$ cat src/rtl/sa_skew_feeder_pkg.sv
// Shared state type, flush-length helper and lane slicing helpers for the skewed operand feeder.
package sa_feed_pkg;

  typedef enum logic [1:0] {
    IDLE  = 2'd0,
    FEED  = 2'd1,
    FLUSH = 2'd2,
    DONE  = 2'd3
  } feed_state_e;

  localparam int BUBBLE_CNT_W = 16;

  // Cycles for the last skewed operand to cross the array and land in the far PE register.
  function automatic int flush_cyc(input int n, input int pe_lat);
    return 2 * (n - 1) + pe_lat;
  endfunction

  function automatic int lane_lsb(input int lane, input int width);
    return lane * width;
  endfunction

endpackage

$ cat src/rtl/sa_skew_feeder_if.sv
// Operand/control bundle between an upstream producer (master) and the skew feeder (slave).
// bubble_cnt exists only when SA_FEEDER_BUBBLE_CNT_EN is defined.
interface sa_skew_feeder_if #(
  parameter int N     = 8,
  parameter int WIDTH = 8,
  parameter int KMAX  = 255
);
  import sa_feed_pkg::*;

  localparam int CW = $clog2(KMAX + 1);

  logic                 start;
  logic [CW-1:0]        k_len;
  logic                 in_valid;
  logic                 in_ready;
  logic [N*WIDTH-1:0]   a_vec;
  logic [N*WIDTH-1:0]   b_vec;
  logic [N*WIDTH-1:0]   AA;
  logic [N*WIDTH-1:0]   BB;
  logic                 arr_clr;
  logic                 busy;
  logic                 done;
`ifdef SA_FEEDER_BUBBLE_CNT_EN
  logic [BUBBLE_CNT_W-1:0] bubble_cnt;

  modport master (output start, k_len, in_valid, a_vec, b_vec,
                  input  in_ready, AA, BB, arr_clr, busy, done, bubble_cnt);
  modport slave  (input  start, k_len, in_valid, a_vec, b_vec,
                  output in_ready, AA, BB, arr_clr, busy, done, bubble_cnt);
`else
  modport master (output start, k_len, in_valid, a_vec, b_vec,
                  input  in_ready, AA, BB, arr_clr, busy, done);
  modport slave  (input  start, k_len, in_valid, a_vec, b_vec,
                  output in_ready, AA, BB, arr_clr, busy, done);
`endif

endinterface

$ cat src/rtl/sa_skew_feeder_line.sv
// Zero-fill shift line of DEPTH registers: din appears DEPTH cycles later, vld_i=0 shifts in zero.
// No backpressure: it shifts every cycle.
module sa_skew_line #(
  parameter int DEPTH = 1,
  parameter int WIDTH = 8
) (
  input  logic             clk,
  input  logic             rst,
  input  logic             vld_i,
  input  logic [WIDTH-1:0] din_i,
  output logic [WIDTH-1:0] dout_o
);

  logic [WIDTH-1:0] sr_q [DEPTH];

  always_ff @(posedge clk or posedge rst) begin
    if (rst) begin
      for (int i = 0; i < DEPTH; i++) sr_q[i] <= '0;
    end else begin
      sr_q[0] <= vld_i ? din_i : '0;
      for (int i = 1; i < DEPTH; i++) sr_q[i] <= sr_q[i-1];
    end
  end

  assign dout_o = sr_q[DEPTH-1];

endmodule

$ cat src/rtl/sa_skew_feeder.sv
// Skewed A/B feeder for sa_2D: lane k shows its accepted operand k+1 cycles later; done = last accept + FLUSH_CYC + 1.
// in_ready only in FEED; invalid FEED cycles become zero slots so the array never stalls. Option: SA_FEEDER_BUBBLE_CNT_EN.
module sa_skew_feeder
  import sa_feed_pkg::*;
#(
  parameter int N      = 8,
  parameter int WIDTH  = 8,
  parameter int KMAX   = 255,
  parameter int PE_LAT = 1
) (
  input  logic CLK,
  input  logic RST,
  sa_skew_feeder_if.slave bus
);

  localparam int CW        = $clog2(KMAX + 1);
  localparam int FLUSH_CYC = flush_cyc(N, PE_LAT);
  localparam int FW        = $clog2(FLUSH_CYC + 1);
  localparam logic [FW-1:0] FL_LAST = FW'(FLUSH_CYC - 1);

  feed_state_e   state_q;
  logic [CW-1:0] k_len_q;
  logic [CW-1:0] acc_cnt_q;
  logic [CW-1:0] acc_cnt_d;
  logic [FW-1:0] fl_cnt_q;
  logic          in_ready_q;
  logic          arr_clr_q;
  logic          busy_q;
  logic          done_q;
  logic          accept;

  assign accept    = bus.in_valid & in_ready_q;
  assign acc_cnt_d = acc_cnt_q + CW'(1);

  always_ff @(posedge CLK or posedge RST) begin
    if (RST) begin
      state_q    <= IDLE;
      k_len_q    <= '0;
      acc_cnt_q  <= '0;
      fl_cnt_q   <= '0;
      in_ready_q <= 1'b0;
      arr_clr_q  <= 1'b0;
      busy_q     <= 1'b0;
      done_q     <= 1'b0;
    end else begin
      arr_clr_q <= 1'b0;
      done_q    <= 1'b0;
      case (state_q)
        IDLE: begin
          if (bus.start) begin
            k_len_q   <= bus.k_len;
            acc_cnt_q <= '0;
            fl_cnt_q  <= '0;
            arr_clr_q <= 1'b1;
            busy_q    <= 1'b1;
            // An empty tile still clears the array and waits out the flush.
            if (bus.k_len != '0) begin
              state_q    <= FEED;
              in_ready_q <= 1'b1;
            end else begin
              state_q    <= FLUSH;
            end
          end
        end
        FEED: begin
          if (accept) begin
            acc_cnt_q <= acc_cnt_d;
            if (acc_cnt_d == k_len_q) begin
              state_q    <= FLUSH;
              in_ready_q <= 1'b0;
            end
          end
        end
        FLUSH: begin
          if (fl_cnt_q == FL_LAST) begin
            state_q <= DONE;
            done_q  <= 1'b1;
          end else begin
            fl_cnt_q <= fl_cnt_q + FW'(1);
          end
        end
        DONE: begin
          state_q <= IDLE;
          busy_q  <= 1'b0;
        end
        default: state_q <= IDLE;
      endcase
    end
  end

  logic [N*WIDTH-1:0] aa_w;
  logic [N*WIDTH-1:0] bb_w;

  for (genvar k = 0; k < N; k++) begin : g_lane
    localparam int LSB = lane_lsb(k, WIDTH);

    sa_skew_line #(.DEPTH(k + 1), .WIDTH(WIDTH)) u_a (
      .clk   (CLK),
      .rst   (RST),
      .vld_i (accept),
      .din_i (bus.a_vec[LSB +: WIDTH]),
      .dout_o(aa_w[LSB +: WIDTH])
    );

    sa_skew_line #(.DEPTH(k + 1), .WIDTH(WIDTH)) u_b (
      .clk   (CLK),
      .rst   (RST),
      .vld_i (accept),
      .din_i (bus.b_vec[LSB +: WIDTH]),
      .dout_o(bb_w[LSB +: WIDTH])
    );
  end

  assign bus.AA       = aa_w;
  assign bus.BB       = bb_w;
  assign bus.in_ready = in_ready_q;
  assign bus.arr_clr  = arr_clr_q;
  assign bus.busy     = busy_q;
  assign bus.done     = done_q;

`ifdef SA_FEEDER_BUBBLE_CNT_EN
  logic [BUBBLE_CNT_W-1:0] bubble_cnt_q;

  // Cleared on the edge that raises arr_clr, so it reads 0 throughout the clear cycle.
  always_ff @(posedge CLK or posedge RST) begin
    if (RST) begin
      bubble_cnt_q <= '0;
    end else if (state_q == IDLE && bus.start) begin
      bubble_cnt_q <= '0;
    end else if (state_q == FEED && !bus.in_valid && bubble_cnt_q != '1) begin
      bubble_cnt_q <= bubble_cnt_q + BUBBLE_CNT_W'(1);
    end
  end

  assign bus.bubble_cnt = bubble_cnt_q;
`endif

endmodule

$ cat src/flat_wrapper.sv
// flat-port wrapper written by rule: the top's interface ports become plain ports
module sa_skew_feeder_flat import sa_feed_pkg::*;
#(
  parameter int N      = 8,
  parameter int WIDTH  = 8,
  parameter int KMAX   = 255,
  parameter int PE_LAT = 1
)
  (CLK, RST, bus_start, bus_k_len, bus_in_valid, bus_a_vec, bus_b_vec, bus_in_ready, bus_AA, bus_BB, bus_arr_clr, bus_busy, bus_done);
  sa_skew_feeder_if #(.N(N), .WIDTH(WIDTH), .KMAX(KMAX)) bus_i ();
  input  logic CLK;
  input  logic RST;
  input wire logic [$bits(bus_i.start)-1:0] bus_start;
  input wire logic [$bits(bus_i.k_len)-1:0] bus_k_len;
  input wire logic [$bits(bus_i.in_valid)-1:0] bus_in_valid;
  input wire logic [$bits(bus_i.a_vec)-1:0] bus_a_vec;
  input wire logic [$bits(bus_i.b_vec)-1:0] bus_b_vec;
  output wire logic [$bits(bus_i.in_ready)-1:0] bus_in_ready;
  output wire logic [$bits(bus_i.AA)-1:0] bus_AA;
  output wire logic [$bits(bus_i.BB)-1:0] bus_BB;
  output wire logic [$bits(bus_i.arr_clr)-1:0] bus_arr_clr;
  output wire logic [$bits(bus_i.busy)-1:0] bus_busy;
  output wire logic [$bits(bus_i.done)-1:0] bus_done;
  assign bus_i.start = bus_start;
  assign bus_i.k_len = bus_k_len;
  assign bus_i.in_valid = bus_in_valid;
  assign bus_i.a_vec = bus_a_vec;
  assign bus_i.b_vec = bus_b_vec;
  assign bus_in_ready = bus_i.in_ready;
  assign bus_AA = bus_i.AA;
  assign bus_BB = bus_i.BB;
  assign bus_arr_clr = bus_i.arr_clr;
  assign bus_busy = bus_i.busy;
  assign bus_done = bus_i.done;
  sa_skew_feeder #(.N(N), .WIDTH(WIDTH), .KMAX(KMAX), .PE_LAT(PE_LAT)) u_core (.CLK(CLK), .RST(RST), .bus(bus_i));
endmodule
$ cat config.mk
export PLATFORM = sky130hd
export DESIGN_NAME = sa_skew_feeder_flat
export DESIGN_NICKNAME = d
export VERILOG_FILES = /design/src/rtl/sa_skew_feeder_pkg.sv /design/src/rtl/sa_skew_feeder_if.sv /design/src/rtl/sa_skew_feeder_line.sv /design/src/rtl/sa_skew_feeder.sv /design/src/flat_wrapper.sv
export SDC_FILE = /design/constraint.sdc
export NUM_CORES = 1
export LEC_CHECK = 0
export BUFFER_PORTS_ARGS = -buffer_cell sky130_fd_sc_hd__buf_4
export CORE_MARGIN = 3
export CORE_UTILIZATION = 59
export CTS_CLUSTER_SIZE = 16
export DETAILED_ROUTE_END_ITERATION = 16
export PLACE_DENSITY_LB_ADDON = 0.05
export SETUP_SLACK_MARGIN = 0.2
export SKIP_CTS_REPAIR_TIMING = 1
export SLEW_MARGIN = 30
export SYNTH_ARGS = -nofsm -noshare
export SYNTH_HDL_FRONTEND = slang
export SYNTH_SLANG_ARGS = --single-unit
$ cat constraint.sdc
create_clock -name CLK -period 60.3 [get_ports CLK]
set_clock_uncertainty 0.1 [all_clocks]
set_input_delay 9.045 -clock CLK [delete_from_list [all_inputs] [get_ports CLK]]
set_output_delay 9.045 -clock CLK [all_outputs]
set_load 0.005 [all_outputs]
Yosys cells after proc, flatten, opt, wreduce, memory -nomap -nowiden:

Index checks and enable logic that the tools add are counted.

* word-level logic and storage cells: 144
* register bits after elaboration: 602
* output and inout bits: 132
* input bits: 140

* add/subtract/negate cells: 2
* bitwise operators: 1
* muxes and demuxes: 39
* reductions and logical operators: 11
* equality and inequality tests: 11

Operators with widths (number)
* $mux W8: 18
* $pmux W8 S2: 1
* $mux W2: 5
* $mux W1: 9
* $add A8 B1 Y8 const B: 1
* $eq A8 B8 Y1: 1
* $mux W4: 2
* $pmux W2 S4: 1
* $pmux W4 S2: 1
* $reduce_bool A8 Y1: 1
* $ne A2 B1 Y1 const B: 3
* $ne A2 B2 Y1 const B: 3
* $reduce_and A3 Y1: 2
* $reduce_bool A2 Y1: 3
* $reduce_and A5 Y1: 1
* $add A4 B1 Y4 const B: 1
* $eq A2 B2 Y1 const B: 2
* $eq A4 B4 Y1 const B: 1
* $pmux W1 S2: 2
* $reduce_and A2 Y1: 2
* $reduce_and A4 Y1: 1
* $eq A2 B1 Y1 const B: 1
* $logic_not A2 Y1: 1
* $and A1 B1 Y1: 1

Logic depth before layout (Yosys ltp):

* depth in word-level cells: 5
* depth in mapped cells: 10
* depth with buffers taken out: 8

Modules after synthesis:

Synthesis repeated with hierarchy kept, for this count alone.

* cells, all modules: 995
* area total of the unflattened synthesis: 17693.2 um^2

Modules (own cells, without submodules)
* sa_skew_line at u_core.g_lane[7].u_a ...: area an instance 1715.4 um^2, times used 2, cells each 81, seq. area each 1601.5 um^2
* sa_skew_line at u_core.g_lane[6].u_a ...: area an instance 1515.2 um^2, times used 2, cells each 73, seq. area each 1401.3 um^2
* sa_skew_line at u_core.g_lane[5].u_a ...: area an instance 1315.0 um^2, times used 2, cells each 65, seq. area each 1201.2 um^2
* sa_skew_line at u_core.g_lane[4].u_a ...: area an instance 1114.8 um^2, times used 2, cells each 57, seq. area each 1001.0 um^2
* sa_skew_line at u_core.g_lane[3].u_a ...: area an instance 914.6 um^2, times used 2, cells each 49, seq. area each 800.8 um^2
* sa_skew_feeder: area an instance 1577.8 um^2, times used 1, cells each 163, seq. area each 650.6 um^2
* sa_skew_line at u_core.g_lane[2].u_a ...: area an instance 714.4 um^2, times used 2, cells each 41, seq. area each 600.6 um^2
* sa_skew_line at u_core.g_lane[1].u_a ...: area an instance 514.2 um^2, times used 2, cells each 33, seq. area each 400.4 um^2
* sa_skew_line at u_core.g_lane[0].u_a ...: area an instance 254.0 um^2, times used 2, cells each 17, seq. area each 200.2 um^2

Worst setup path before layout:

No wires, ideal clock.

* path type: input port to flip-flop
* from: input port bus_in_valid
* to: register u_core.state_q[1]
* stages: 5
* path buffers: 0
* path slack: 50092 ps
* data arrival time: 9980 ps
* setup time: 128 ps
* data required time: 60072 ps
* path through: nand2_1 > a2111oi_4 > nand4_1 > a21oi_2 > mux2_1

* longest elaborated chain between the ends: 3

RTL lines
* start: declaration: RTL line flat_wrapper.sv:15 `input wire logic [$bits(bus_i.in_valid)-1:0] bus_in_valid;`
* $and A1 B1 Y1: RTL line sa_skew_feeder.sv:32 `assign accept = bus.in_valid & in_ready_q;`
* $ne A2 B2 Y1 (no source line)
* $reduce_and A4 Y1 (no source line)
* end signal: assignment: RTL line sa_skew_feeder.sv:37 `state_q <= IDLE;`
* end signal: assignment: RTL line sa_skew_feeder.sv:58 `state_q <= FEED;`
* end signal: assignment: RTL line sa_skew_feeder.sv:61 `state_q <= FLUSH;`
* end: declaration: RTL line sa_skew_feeder.sv:21 `feed_state_e state_q;`

No other way between the ends.
A chain may end at the register's enable or synchronous reset.

==> summary.txt <==
Die
  – # rows: 62
  – Die area: 32100 um^2
  – Die width: 179 um
  – I/O pin count: 272
  – DIE HEIGHT: 179 um
  – Core ar.: 29200 um^2
  – Initial core utilization: 60.7%

Worst setup path
  – CP Launch Type: primary input
  – Worst R2R Start: u_core.acc_cnt_q[0]
  – Worst reg-to-reg path cell count: 7
  – Worst Path Arrival: 11.37 ns
  – Setup CP Type: primary input to asynchronous set/reset pin
  – Worst-path fanout max: 166
  – Crit path required time: 60.78 ns
  – Worst r2r dst: u_core.state_q[1]
  – FF-to-FF setup slack: 57.78 ns
  – Critical Path End Type: asynchronous set/reset pin

Routing
  – Vias: 7813
  – Final antenna-violating net count: 0
  – Drt first pass iters: 4
  – WL/cell: 17.5 um
  – Initial DRC count: 298
  – Residual DRC: 0
  – Final wirelength: 28.5 mm
  – Mean number of vias per cell: 4.80

Timing
  – RSZ-0062 raised after global routing: false
  – Fin Hold WS: 0.238 ns
  – Achievable clock frequency: 91.9 MHz
  – Final period utilization: 18.1%
  – Actual slew at the worst max-slew pin: 0.830 ns
  – Setup ws final: 49.41 ns
  – Setup TNS: 0 ns
  – Final Hold Vio Count: 0
  – Slew headroom: 44.7%
  – Setup Viol. Count Final: 0
  – Slew Viols, Final: 0
  – Crit path time final: 10.89 ns

Placement
  – Port bufs: 271
  – RD Place Congestion: 0.743
  – Final HPWL DP: 16.7 mm
  – Post-Place Setup Slack: 48.67 ns

Cells and area
  – Utilization after layout: 73.1%
  – Area Overhead vs Synth: 20.3%
  – Final #Nets: 1344
  – Fraction of layout instances using a drive strength above 1: 30.8%
  – Filler instances: 1809

Clock network
  – Clk pin slew, worst setup/hold paths: 0.07 ns
  – CTS buffer count: 54
  – CTS tree: built
  – CTS root buf: clkbuf_16
  – Clock sinks: 602
  – Worst-Skew Late Latency: 0.55 ns
  – Htree depth: 2
  – Max Root-Sink Buffers: 3

Synth
  – Syn Area/Cell: 17.6 um^2
  – Post-synthesis sequential area ratio: 85.0%
  – Synth Register Bits: 602
  – EDFF count, synth: 0
  – FFs w/ async S/R, synth: 100%
  – Mapped Area: 17700 um^2
  – Yosys cell types: 40
  – Top_reg_cell synth: dfrtp_1
  – Warnings, synthesis: 0
  – Post-synthesis net count: 1154
  – Cells after Synth: 1007

Global route
  – Total grt overflow: 0
  – Vias in the first global route: 8467
  – Initial antenna violation count: 1
  – First-pass GRT wire length: 44.4 mm
  – Maximum number of pins on one net before global-route repair: 167
  – Global Route Usage Sum: 18.0%

Run status
  – Status: finished clean

Pwr
  – P_leak: 12.0 nW
  – Pwr dens: 36.4 nW/um^2
  – Power after layout: 776 uW
  – Peak supply drop: 0.0216 mV

Worst hold path
  – Hold_sp: u_core.g_lane[4].u_a.sr_q[8]
  – Hold EP: u_core.g_lane[4].u_a.dout_o[0]
  – Hold path cells: 0
  – Worst min path class: register to register

Flow run
  – Max-cap violation count: 0
[registers in the layout, summed over array words and instances (netlist names)]
signal	cells
u_core.bus.busy	1
u_core.k_len_q	8
u_core.state_q	2
u_core.bus.arr_clr	1
u_core.g_lane.u_a.sr_q	224
u_core.g_lane.u_b.dout_o	64
u_core.fl_cnt_q	4
u_core.bus.in_ready	1
u_core.g_lane.u_b.sr_q	224
u_core.g_lane.u_a.dout_o	64
u_core.acc_cnt_q	8
u_core.bus.done	1
[how the worst max path moves through the flow]
stage / cells after the start / startpoint / slack, ns / endpoint
6_report: 4 / RST / 49.41 / u_core.g_lane[2].u_a.sr_q[10]
5_1_grt: 4 / RST / 48.97 / u_core.g_lane[1].u_b.dout_o[0]
4_1_cts: 4 / RST / 49.25 / u_core.g_lane[7].u_a.sr_q[25]
3_5_place_dp: 4 / RST / 48.67 / u_core.g_lane[2].u_a.sr_q[14]
3_3_place_gp: 4 / RST / 48.20 / u_core.g_lane[7].u_a.sr_q[26]
2_1_floorplan: 1 / RST / 34.30 / u_core.acc_cnt_q[0]
[power breakdown]
| group | switching [mW] | internal [mW] | total, mW | leakage (nW) |
|---|---|---|---|---|
| sequential | 0 | 0.404 | 0.404 | 8.40 |
| combinational | 0.00983 | 0.00635 | 0.0162 | 2.61 |
| clock | 0.139 | 0.217 | 0.356 | 0.949 |
| total | 0.149 | 0.627 | 0.776 | 12.0 |
[layer usage]
metal | global-route usage [%] | part of all wire, % | routed length, um
met5 | 0 | 0 | 0
met4 | 4.90 | 2.0 | 580
met3 | 5.82 | 8.1 | 2300
met2 | 30.2 | 50 | 14300
met1 | 22.9 | 39 | 11200
[critical path, stage by stage]
cell	delay, ns
buf_4	0.14
inv_12	0.50
buf_4	0.79
buf_4	0.78
[final cells by class]
type,instances,area (um^2),share of cell area [%]
flip-flops and latches,602,15100,70.7
clock inverters,18,284,1.33
inverters,9,46.3,0.217
clock buffers,83,1630,7.66
diodes,1,2.50,0.0117
well taps,384,480,2.25
repair buffers,281,2150,10.1
multi-input cells,249,1640,7.71
[cells by family after synthesis]
kind of cell | after synthesis | synth area share [%]
flops | 602 | 85.0
fa+ha+maj | 7 | 0.494
xor+xnor | 11 | 0.544
mux | 12 | 0.742
compound gates | 39 | 1.50
buf+inv | 156 | 5.69
simple gates | 180 | 5.99
[cell usage in the layout, fill, tap and decap left out, drive strengths merged, types with 3 or more instances in the layout]
cell / netlist / routed
a21oi: 6 / 6
a22o: 4 / 4
and2: 3 / 3
and3: 130 / 130
buf: 113 / 281
bufinv: 0 / 7
clkbuf: 34 / 83
clkinv: 0 / 9
dfrtp: 602 / 602
ha: 7 / 7
inv: 9 / 11
mux2: 9 / 9
mux2i: 3 / 3
nand2: 23 / 23
nand3: 7 / 7
nor2: 3 / 3
nor3: 4 / 4
o21ai: 17 / 17
xnor2: 6 / 6
xor2: 5 / 5
[synth_stat cells (2+ instances only)]
| library cell | n | area, um^2 |
|---|---|---|
| a21oi_1 | 5 | 25.0 |
| a22o_1 | 4 | 35.0 |
| and2_1 | 3 | 18.8 |
| and3_1 | 130 | 813 |
| buf_4 | 112 | 841 |
| clkbuf_1 | 34 | 128 |
| dfrtp_1 | 602 | 15100 |
| ha_1 | 7 | 87.6 |
| inv_1 | 9 | 33.8 |
| mux2_2 | 8 | 90.1 |
| mux2i_1 | 3 | 30.0 |
| nand2_1 | 23 | 86.3 |
| nand2b_1 | 2 | 12.5 |
| nand3_1 | 6 | 30.0 |
| nand4_1 | 2 | 12.5 |
| nor2_1 | 3 | 11.3 |
| nor3_1 | 4 | 20.0 |
| nor4_1 | 2 | 12.5 |
| o21a_1 | 2 | 15.0 |
| o21ai_0 | 13 | 65.1 |
| o21ai_1 | 4 | 20.0 |
| o31ai_1 | 2 | 15.0 |
| xnor2_1 | 6 | 52.6 |
| xor2_1 | 5 | 43.8 |
[through the flow]
step / std cells / instance area, um^2
after global routing: 1627 / 21300
after CTS: 1625 / 21300
after floorplan: 1007 / 17700
final: 1627 / 21300
after detailed placement: 1524 / 19400
after global placement: 1523 / 19300
Power figures use the tool's default switching activity.
